**config.mk**
```make
export PLATFORM = sky130hd
export DESIGN_NAME = ex_gate
export DESIGN_NICKNAME = d
export VERILOG_FILES = /design/src/rtl/ex_gate.sv
export SDC_FILE = /design/constraint.sdc
export NUM_CORES = 1
export LEC_CHECK = 0
export ABC_AREA = 1
export CAP_MARGIN = 20
export CORE_MARGIN = 2
export CORE_UTILIZATION = 30
export DETAILED_ROUTE_END_ITERATION = 8
export SLEW_MARGIN = 10
export SYNTH_ARGS = -nofsm -noshare
export SYNTH_HDL_FRONTEND = slang
export SYNTH_SLANG_ARGS = --single-unit
```
**constraint.sdc**
```tcl
create_clock -name i_clk -period 4.36 [get_ports i_clk]
set_input_delay 0.872 -clock i_clk [delete_from_list [all_inputs] [get_ports i_clk]]
set_output_delay 0.872 -clock i_clk [all_outputs]
set_load 0.01 [all_outputs]
```
**src/rtl/ex_gate.sv**
```systemverilog
// Two-input AND cell with a registered copy, rise pulse, saturating high counter and sticky flag.
// Optional input-combination coverage mask, built only when EX_GATE_COVER_EN is defined.
module ex_gate #(
  parameter int CNT_W = 8
) (
  input  logic             i_clk,
  input  logic             i_rst,
  input  logic             i_a,
  input  logic             i_b,
  input  logic             i_clr,
  output logic             o_y,
  output logic             o_y_q,
  output logic             o_rise,
  output logic [CNT_W-1:0] o_hi_cnt,
  output logic             o_sat,
  output logic [3:0]       o_seen,
  output logic             o_all_seen
);

  localparam logic [CNT_W-1:0] CntMax = '1;

  logic             y_d;
  logic             y_q;
  logic             rise_d;
  logic             rise_q;
  logic [CNT_W-1:0] hi_cnt_d;
  logic [CNT_W-1:0] hi_cnt_q;
  logic             sat_d;
  logic             sat_q;

  assign y_d = i_a & i_b;
  assign o_y = y_d;

  // A clear restarts the count but still counts the sample taken in the same cycle.
  always_comb begin
    hi_cnt_d = hi_cnt_q;
    if (i_clr) begin
      hi_cnt_d = CNT_W'(y_d);
    end else if (y_d && (hi_cnt_q != CntMax)) begin
      hi_cnt_d = hi_cnt_q + 1'b1;
    end
    sat_d  = (i_clr ? 1'b0 : sat_q) | (hi_cnt_d == CntMax);
    rise_d = y_d & ~y_q;
  end

  always_ff @(posedge i_clk) begin
    if (i_rst) begin
      y_q      <= 1'b0;
      rise_q   <= 1'b0;
      hi_cnt_q <= '0;
      sat_q    <= 1'b0;
    end else begin
      y_q      <= y_d;
      rise_q   <= rise_d;
      hi_cnt_q <= hi_cnt_d;
      sat_q    <= sat_d;
    end
  end

  assign o_y_q    = y_q;
  assign o_rise   = rise_q;
  assign o_hi_cnt = hi_cnt_q;
  assign o_sat    = sat_q;

`ifdef EX_GATE_COVER_EN
  logic [3:0] seen_d;
  logic [3:0] seen_q;
  logic       all_seen_d;
  logic       all_seen_q;
  logic [3:0] combo_bit;

  // Bit index is {i_a,i_b}; a clear keeps only the combination seen this cycle.
  always_comb begin
    combo_bit  = 4'b0001 << {i_a, i_b};
    seen_d     = i_clr ? combo_bit : (seen_q | combo_bit);
    all_seen_d = (seen_d == 4'b1111);
  end

  always_ff @(posedge i_clk) begin
    if (i_rst) begin
      seen_q     <= 4'b0000;
      all_seen_q <= 1'b0;
    end else begin
      seen_q     <= seen_d;
      all_seen_q <= all_seen_d;
    end
  end

  assign o_seen     = seen_q;
  assign o_all_seen = all_seen_q;
`else
  assign o_seen     = 4'b0000;
  assign o_all_seen = 1'b0;
`endif

endmodule

```
* After elaboration in Yosys (flattened, before gate mapping) *
Index checks and enable logic that the tools add are counted.

cells by class
  add/subtract/negate cells = 1
  multipliers = 0
  div/mod/pow operators = 0
  order comparisons = 0
  eq/ne operators = 2
  shifts and indexed selects = 0
  multiplexer cells = 3
  bitwise operators = 4
  reduce and logical (&&, ||, !) cells = 1

operators by type and width
  kind                   count
  $mux W8                2
  $add A8 B1 Y8 const B  1
  $eq A8 B8 Y1 const B   1
  $ne A8 B8 Y1 const B   1
  $and A1 B1 Y1          2
  $logic_and A1 B1 Y1    1
  $mux W1                1
  $not A1 Y1             1
  $or A1 B1 Y1           1

word-level totals
  register bits after elaboration = 11
  bits in latches = 0
  memory bits (writable) = 0
  bits in read-only memories = 0
  input port bits = 5
  output and inout bits = 17
  memories kept = 0

* Logic depth before layout (Yosys ltp) *
Gate-level depths: netlist (run 1).

  depth in word-level cells = 6
  gate-level depth with buffers = 12
  mapped depth without buffers = 12

* Least setup slack after synthesis (run 1) *
OpenSTA, ideal clock, no wires.

  path type = input -> output
  start = input port i_a
  end = output port o_y
  data arrival time = 1,142 ps
  required time = 3,488 ps
  path slack = 2,346 ps
  stages = 2
  path buffers = 0
  cell sequence = nand2_1 -> inv_1

between the ends
  longest elaborated chain between the ends = 1

RTL lines
  what                line  RTL
  start: declaration  8     input logic i_a,
  $and A1 B1 Y1       31    assign y_d = i_a & i_b;
  end: declaration    11    output logic o_y,

Every way passes these cells.

* Worst setup path after layout (run 1) *
  start = input port i_b
  end = output port o_y

between the ends
  longest elaborated chain between the ends = 1

RTL lines
  what                line  RTL
  start: declaration  9     input logic i_b,
  $and A1 B1 Y1       31

Every way passes these cells.

==> results.py, run 1 <==
metrics = {
    "status": {
        "status": "finished, final reports clean",
    },
    "critical_path": {
        "r2r-start": "o_hi_cnt[1]",
        "worstPathRequired_ns": 3.49,
        "start_kind": "input port",
        "rr_worst_depth": 12,
        "cp-endpoint": "o_y",
        "r2r-end": "o_sat",
        "path_max_fanout": 7,
        "worstPathArrival_ns": 2.21,
        "critical_path_class": "input port to primary output",
        "cp-startpoint": "i_b",
        "rrSetupSlack_ns": 2.68,
        "end_kind": "primary output",
    },
    "finish": {
        "syn_to_final_growth_pct": 24.79,
        "finalNetCount": 139,
        "fillerInstances": 241,
        "drive_above_1_share_pct": 9.091,
        "final_area_um2": 913.4,
        "postLayoutCoreUtil_pct": 40.51,
        "antennaDiodeCount": 0,
        "final_cell_mix": "nand2_1, clkdlybuf4s50_1, nor2_1",
        "final_common_cell": "nand2_1",
    },
    "clock_network": {
        "holdBufCountCts": 0,
        "clock-sinks": 11,
        "tritoncts": "yes",
        "worstSkewPairLatency_ns": 0.26,
        "cts.clk_slew.worst_paths_ns": 0.07,
        "cts-root-buf": "clkbuf_4",
        "postCtsResizedCells": 0,
        "clk_path_buf_depth": 2,
        "cts_buffers": 3,
        "cts_setup_buffers": 0,
        "htreeDepth": 1,
    },
    "sta": {
        "setup_violations": 0,
        "hold_viol_final": 0,
        "holdWs_ns": 0.4308,
        "rsz0062_at_grt": "false",
        "maxSlewViolCount": 0,
        "fin_skew_ns": 0.0004525,
        "timing.setup.tns_ns": 0,
        "fin_crit_ns": 3.086,
        "period_share_pct": 70.78,
        "timing.fmax_mhz": 324.0,
    },
    "power": {
        "power_density_mw_per_mm2": 211.9,
        "vdd_drop_max_mv": 0.1601,
        "leakage_nw": 0.3947,
    },
    "logic_synthesis": {
        "synth_top_area_share_pct": 30.09,
        "synthTopCellsByArea": "dfxtp_1, nand2_1, nand3_1",
        "seq_area_frac_synth_pct": 30.09,
        "netlist_area_um2": 732.0,
        "synth_seq_cells": 11,
        "yosysUniqueCellTypes": 21,
        "synth_cells": 115,
        "synth.avg_cell_area_um2": 6.365,
        "yosys_warnings": 0,
        "synth_top_cell_by_area": "dfxtp_1",
    },
    "global_routing": {
        "grt_use_total_pct": 12.34,
        "grt_max_degree": 13,
        "grt_pass1_wl_um": 2559,
        "antenna_found_initial": 0,
        "first_global_vias": 610,
        "overflow": 0,
    },
    "routing": {
        "drt_iter0_drc": 23,
        "vias": 719,
        "ant_nets": 0,
        "wl_per_cell_um": 9.375,
        "wl_um": 1500,
        "drc": 0,
        "viasPerCell": 4.494,
        "drtPass1Iterations": 4,
    },
    "die": {
        "die_w_um": 53.40,
        "chipHeight_um": 53.40,
        "ios": 22,
        "initial_utilization_pct": 32.46,
        "rows": 17,
        "core_area_mm2": 0.002255,
        "die-area_mm2": 0.002851,
    },
    "run": {
        "maxCapViolCount": 0,
    },
    "placement": {
        "place_hpwl_um": 1140,
        "io_buffers": 16,
        "gp_congestion": 0.8568,
        "place_area_um2": 887.1,
    },
    "hold_path": {
        "hold_path_class": "flop to flop",
    },
}
## flip-flops by register name, summed over array words and instances (netlist names)
name      flops
o_rise        1
o_y_q         1
o_hi_cnt      8
o_sat         1
## layout make-up
class                      count  area (µm²)  area share, %
tap                           28       35.03          3.836
inverter                      11       41.29          4.521
multi-input combinational     90       430.4          47.12
clock buffer                   4       26.28          2.877
sequential                    11       220.2          24.11
timing repair buffer          16       160.2          17.53
## cell usage after synthesis
cell,number
nand2_1,40
dfxtp_1,11
nor2_1,15
a21oi_2,1
ha_1,1
nor3_1,2
nand2_2,3
clkbuf_1,1
nand3_1,12
buf_4,5
inv_2,1
clkbuf_8,1
nor2_4,2
o21bai_1,1
inv_1,10
xor2_1,2
nand3b_1,2
o21ai_0,1
nand2_4,2
a21oi_1,1
conb_1,1
## metrics by stage
step | instances | power (mW) | setup WS (ns)
2_1_floorplan | 119 | 0.1222 | 2.346
3_3_place_gp | 156 | 0.1274 | 1.313
3_5_place_dp | 156 | 0.1273 | 1.282
4_1_cts | 160 | 0.1956 | 1.284
5_1_grt | 160 | 0.2062 | 1.219
6_report | 160 | 0.1935 | 1.274
## metal layers
| metal | track usage (%) | wire, µm |
|---|---|---|
| met5 | 0 | 0 |
| met2 | 18.72 | 696 |
| met1 | 16.21 | 742 |
| met4 | 7.692 | 20 |
| met3 | 1.695 | 41 |
## power by group
| group | internal (mW) | switching (mW) |
|---|---|---|
| sequential | 0.102 | 0.00114 |
| clock | 0.0354 | 0.0330 |
| combinational | 0.00929 | 0.0128 |
| total | 0.147 | 0.0470 |
## worst min path at each step
stage,start,end,depth (start not counted)
finish,o_y_q,o_rise,1
global route,o_y_q,o_rise,1
CTS,o_y_q,o_rise,1
detailed placement,o_y_q,o_rise,1
floorplan,o_y_q,o_rise,1
global placement,o_y_q,o_rise,1
## logic make-up (layout without fill, tap and decap cells)
group	after synthesis	in the layout	share of synthesized area (%)
and+or+nand+nor	78	78	48.55
other	1	5	0.5123
xor gates and xnor gates	2	2	2.394
buffers and inverters	18	31	13.16
DFF	11	11	30.09
AOI/OAI and AO/OA	4	4	3.589
adders and majority gates	1	1	1.709
## worst max-delay path, stage by stage
cell,delay [ns]
clkdlybuf4s50_1,0.45
nand2_1,0.07
inv_1,0.22
clkdlybuf4s50_1,0.59
No activity file was read; power rests on OpenSTA's default activity.
==> inputs of run 2 (changes only) <==
clock period = 2.6 ns   (was 4.36 ns; I/O delays follow)
==> run 2 against run 1 <==
Effect of this change:
- combinational power increased by 76%
- sequential power increased by 68%
- power increased by 68%
- global-route usage increased by 0.051 points
- worst hold slack improved by 0.0077 ns
- count of clock-buffer cells in the layout unchanged
- largest cell class unchanged
==> results.py, run 2 (synthesis gave the netlist of run 1 again) <==
metrics = {
    "global_routing": {
        "grt_max_degree": 12,
        "grt_use_total_pct": 12.39,
        "grt_pass1_wl_um": 2539,
        "antenna_found_initial": 0,
        "first_global_vias": 625,
        "overflow": 0,
    },
    "sta": {
        "maxSlewViolCount": 0,
        "setup_ws_ns": 0.4361,
        "fin_crit_ns": 2.164,
        "timing.setup.tns_ns": 0,
        "timing.fmax_mhz": 462.1,
        "fin_skew_ns": 0.001449,
        "hold_viol_final": 0,
        "period_share_pct": 83.23,
        "rsz0062_at_grt": "false",
        "setup_violations": 0,
    },
    "finish": {
        "antennaDiodeCount": 0,
        "fillerInstances": 246,
        "syn_to_final_growth_pct": 26.84,
        "final_area_um2": 928.4,
        "largest_reg_flops": 8,
        "drive_above_1_share_pct": 10.45,
        "layoutNonFillerInstCount": 162,
        "final_cell_mix": "nand2_1, clkdlybuf4s50_1, nor2_1",
        "final_common_cell": "nand2_1",
        "finalNetCount": 141,
    },
    "critical_path": {
        "worstPathRequired_ns": 2.08,
        "end_kind": "primary output",
        "r2r-end": "o_sat",
        "rr_worst_depth": 12,
        "worstPathArrival_ns": 1.64,
        "start_kind": "input port",
        "critical_path_class": "input port to primary output",
        "path_max_fanout": 3,
        "r2r-start": "o_hi_cnt[1]",
        "rrSetupSlack_ns": 0.96,
    },
    "hold_path": {
        "hold-path-cell-count": 1,
        "whs_endpoint": "o_rise",
        "hold_path_class": "flop to flop",
        "worstHoldStart": "o_y_q",
    },
    "clock_network": {
        "cts_setup_buffers": 0,
        "postCtsResizedCells": 0,
        "clk_path_buf_depth": 2,
        "tritoncts": "yes",
        "cts-root-buf": "clkbuf_4",
        "cts.clk_slew.worst_paths_ns": 0.07,
        "holdBufCountCts": 0,
        "clock-sinks": 11,
        "cts_buffers": 3,
        "worstSkewPairLatency_ns": 0.26,
        "htreeDepth": 1,
    },
    "routing": {
        "drtPass1Iterations": 4,
        "wl_per_cell_um": 9.315,
        "met2_length_um": 725,
        "dr_wl_met3_um": 39,
        "drt_iter0_drc": 14,
        "m1WireLength_um": 730,
        "viasPerCell": 4.352,
        "drc": 0,
        "vias": 705,
        "wl_um": 1509,
        "highest_layer": "met4",
        "ant_nets": 0,
    },
    "die": {
        "rows": 17,
        "ios": 22,
        "die-area_mm2": 0.002851,
        "core_area_mm2": 0.002255,
        "die_w_um": 53.40,
        "initial_utilization_pct": 32.46,
        "chipHeight_um": 53.40,
    },
    "placement": {
        "place_area_um2": 902.1,
        "dp_slack_ns": 0.4281,
        "place_hpwl_um": 1219,
        "dp_cells": 158,
        "io_buffers": 16,
        "gp_congestion": 0.8102,
    },
    "status": {
        "status": "finished, final reports clean",
    },
    "power": {
        "vdd_drop_max_mv": 0.2953,
        "leakage_nw": 0.4046,
        "power_density_mw_per_mm2": 349.2,
    },
    "run": {
        "maxCapViolCount": 0,
    },
}
-- run 2: cell types whose count changed in the layout (fill, tap and decap cells not counted), sizes merged --
cell,before,now
buf,0,2
-- run 2: metrics by stage --
| step | total power [mW] | utilization, % | hold WS, ns |
|---|---|---|---|
| global placement | 0.2156 | 40.01 | 0.4192 |
| global route | 0.3469 | 41.18 | 0.4666 |
| detailed placement | 0.2157 | 40.01 | 0.4249 |
| CTS | 0.3327 | 41.18 | 0.4476 |
| finish | 0.3242 | 41.18 | 0.4385 |
| floorplan | 0.2049 | - | 0.4695 |
-- run 2: layout make-up --
class | count | area, µm² | area share, %
clock buffers | 4 | 26.28 | 2.830
flip-flops and latches | 11 | 220.2 | 23.72
inverters | 11 | 41.29 | 4.447
multi-input cells | 90 | 430.4 | 46.36
well taps | 28 | 35.03 | 3.774
repair buffers | 18 | 175.2 | 18.87
-- run 2: critical path, cell delays in order --
cell             delay [ns]
clkdlybuf4s50_1        0.45
nand2_1                0.07
inv_1                  0.07
clkdlybuf4s50_1        0.53
-- run 2: layer usage --
metal / track usage [%] / up-vias
li1: - / 383
met1: 15.33 / 308
met2: 19.55 / 12
met3: 1.695 / 2
met4: 8.547 / 0
met5: 0 / -
-- run 2: how the worst max path moves through the flow --
stage	start	end	slack, ns	depth (start not counted)
4_1_cts	i_a	o_y	0.43	4
3_3_place_gp	i_a	o_y	0.44	4
6_report	i_a	o_y	0.44	4
5_1_grt	i_a	o_y	0.36	4
3_5_place_dp	i_a	o_y	0.43	4
2_1_floorplan	o_hi_cnt[1]	o_sat	1.05	12
-- run 2: where the power goes --
group          total (mW)  leakage [nW]  switching, mW  internal [mW]
logic              0.0388         0.301         0.0212         0.0176
registers           0.173        0.0891        0.00201          0.171
clock network       0.112        0.0150         0.0531         0.0593
total               0.324         0.405         0.0763          0.248
==> inputs of run 3 (changes only) <==
clock period = 1.9 ns   (was 2.6 ns; I/O delays follow)
==> run 3 against run 2 <==
Effect of this change:
- register-to-register slack got worse by 0.72 ns
- non-clock buffer count up 1
- via count grew 0.43%
- setup slack got worse by 0.26 ns
- cell area rose by 1.1%
- die area stayed put
- wire length down 4.3%
- core utilization grew 0.44 points
- critical path type is now flop to primary output
- largest power group unchanged
==> results.py, run 3 (synthesis gave the netlist of run 1 again) <==
metrics = {
    "clock_network": {
        "cts_setup_buffers": 0,
        "htreeDepth": 1,
        "tritoncts": "yes",
        "clock-sinks": 11,
        "worstSkewPairLatency_ns": 0.26,
        "clk_path_buf_depth": 2,
        "cts_buffers": 3,
        "cts.clk_slew.worst_paths_ns": 0.07,
        "cts-root-buf": "clkbuf_4",
        "holdBufCountCts": 0,
    },
    "global_routing": {
        "grt_max_degree": 12,
        "grt_use_total_pct": 12.21,
        "antenna_found_initial": 0,
        "first_global_vias": 625,
        "overflow": 0,
        "grt_pass1_wl_um": 2539,
    },
    "placement": {
        "io_buffers": 16,
        "place_hpwl_um": 1180,
        "gp_congestion": 0.8148,
    },
    "status": {
        "status": "finished, final reports clean",
    },
    "power": {
        "power_density_mw_per_mm2": 475.0,
        "leakage_nw": 0.4231,
        "vdd_drop_max_mv": 0.3433,
    },
    "critical_path": {
        "worstPathRequired_ns": 1.52,
        "rrSetupSlack_ns": 0.24,
        "end_kind": "primary output",
        "slowest_stage": "clkdlybuf4s50_1",
        "cp_num_buf_inv": 1,
        "start_kind": "flop",
        "critical_path_class": "flop to primary output",
        "cpPeakStageDelay_ns": 0.60,
        "path_cells": "clkdlybuf4s50_1",
        "path_max_fanout": 7,
        "critPathTopFamily": "buffers and inverters",
        "worstPathArrival_ns": 1.35,
    },
    "routing": {
        "wl_um": 1444,
        "ant_nets": 0,
        "viasPerCell": 4.344,
        "drtPass1Iterations": 4,
        "wl_per_cell_um": 8.859,
        "drc": 0,
        "drt_iter0_drc": 7,
        "vias": 708,
    },
    "sta": {
        "timing.fmax_mhz": 579.6,
        "period_share_pct": 90.81,
        "fin_crit_ns": 1.725,
        "holdWs_ns": 0.4256,
        "fin_skew_ns": 0.002770,
        "setup_violations": 0,
        "hold_viol_final": 0,
        "timing.setup.tns_ns": 0,
        "maxSlewViolCount": 0,
        "rsz0062_at_grt": "false",
    },
    "finish": {
        "fillerInstances": 250,
        "finalNetCount": 142,
        "final_cell_mix": "nand2_1, nor2_1, clkdlybuf4s50_1",
        "drive_above_1_share_pct": 11.11,
        "final_common_cell": "nand2_1",
        "largest_reg_flops": 8,
        "syn_to_final_growth_pct": 28.21,
        "antennaDiodeCount": 0,
    },
    "die": {
        "die-area_mm2": 0.002851,
        "core_area_mm2": 0.002255,
        "rows": 17,
        "chipHeight_um": 53.40,
        "ios": 22,
        "initial_utilization_pct": 32.46,
        "die_w_um": 53.40,
    },
    "run": {
        "maxCapViolCount": 0,
    },
    "hold_path": {
        "hold_path_class": "flop to flop",
    },
}
==> run 3: metrics by stage <==
stage | power, mW | util, % | instances | worst slack, ns | area (µm²)
after global routing | 0.4761 | 41.62 | 163 | 0.04165 | 938.4
after floorplan | 0.2804 | - | 119 | 0.3530 | 747.0
final | 0.4457 | 41.62 | 163 | 0.1745 | 938.4
after global placement | 0.2966 | 40.34 | 159 | 0.03948 | 909.6
after CTS | 0.4555 | 41.51 | 163 | 0.02662 | 935.9
after detailed placement | 0.2970 | 40.34 | 159 | 0.02641 | 909.6
==> run 3: cell type report <==
class / instances / area, µm² / area share, %
clock buffers: 4 / 26.28 / 2.800
inverters: 11 / 41.29 / 4.400
multi-input cells: 90 / 430.4 / 45.87
flip-flops and latches: 11 / 220.2 / 23.47
well taps: 28 / 35.03 / 3.733
repair buffers: 19 / 185.2 / 19.73
==> run 3: final timing paths <==
kind / depth (start not counted) / to / start
setup / recovery: 1 / o_hi_cnt[2] / o_hi_cnt[2]
hold / removal: 1 / o_rise / o_y_q
hold reg to reg: 1 / o_rise / o_y_q
setup reg to reg: 12 / o_sat / o_hi_cnt[1]
==> run 3: repair_timing <==
item | 4_1_cts | 5_1_grt
endpoints found under the setup margin | 0 | 1
hold endpoints to repair | 0 | 0
gates resized for setup | 0 | 1
==> run 3: power by group <==
group | switching [mW] | internal (mW)
Clock | 0.0732 | 0.0812
Combinational | 0.0294 | 0.0251
Sequential | 0.00274 | 0.234
Total | 0.105 | 0.340
==> run 3: layer usage <==
metal	wire length (µm)	up-vias	track usage [%]
met3	41	5	0.8475
met5	0	-	0
met2	643	15	18.72
met4	44	0	9.402
met1	715	301	15.65
li1	-	387	-
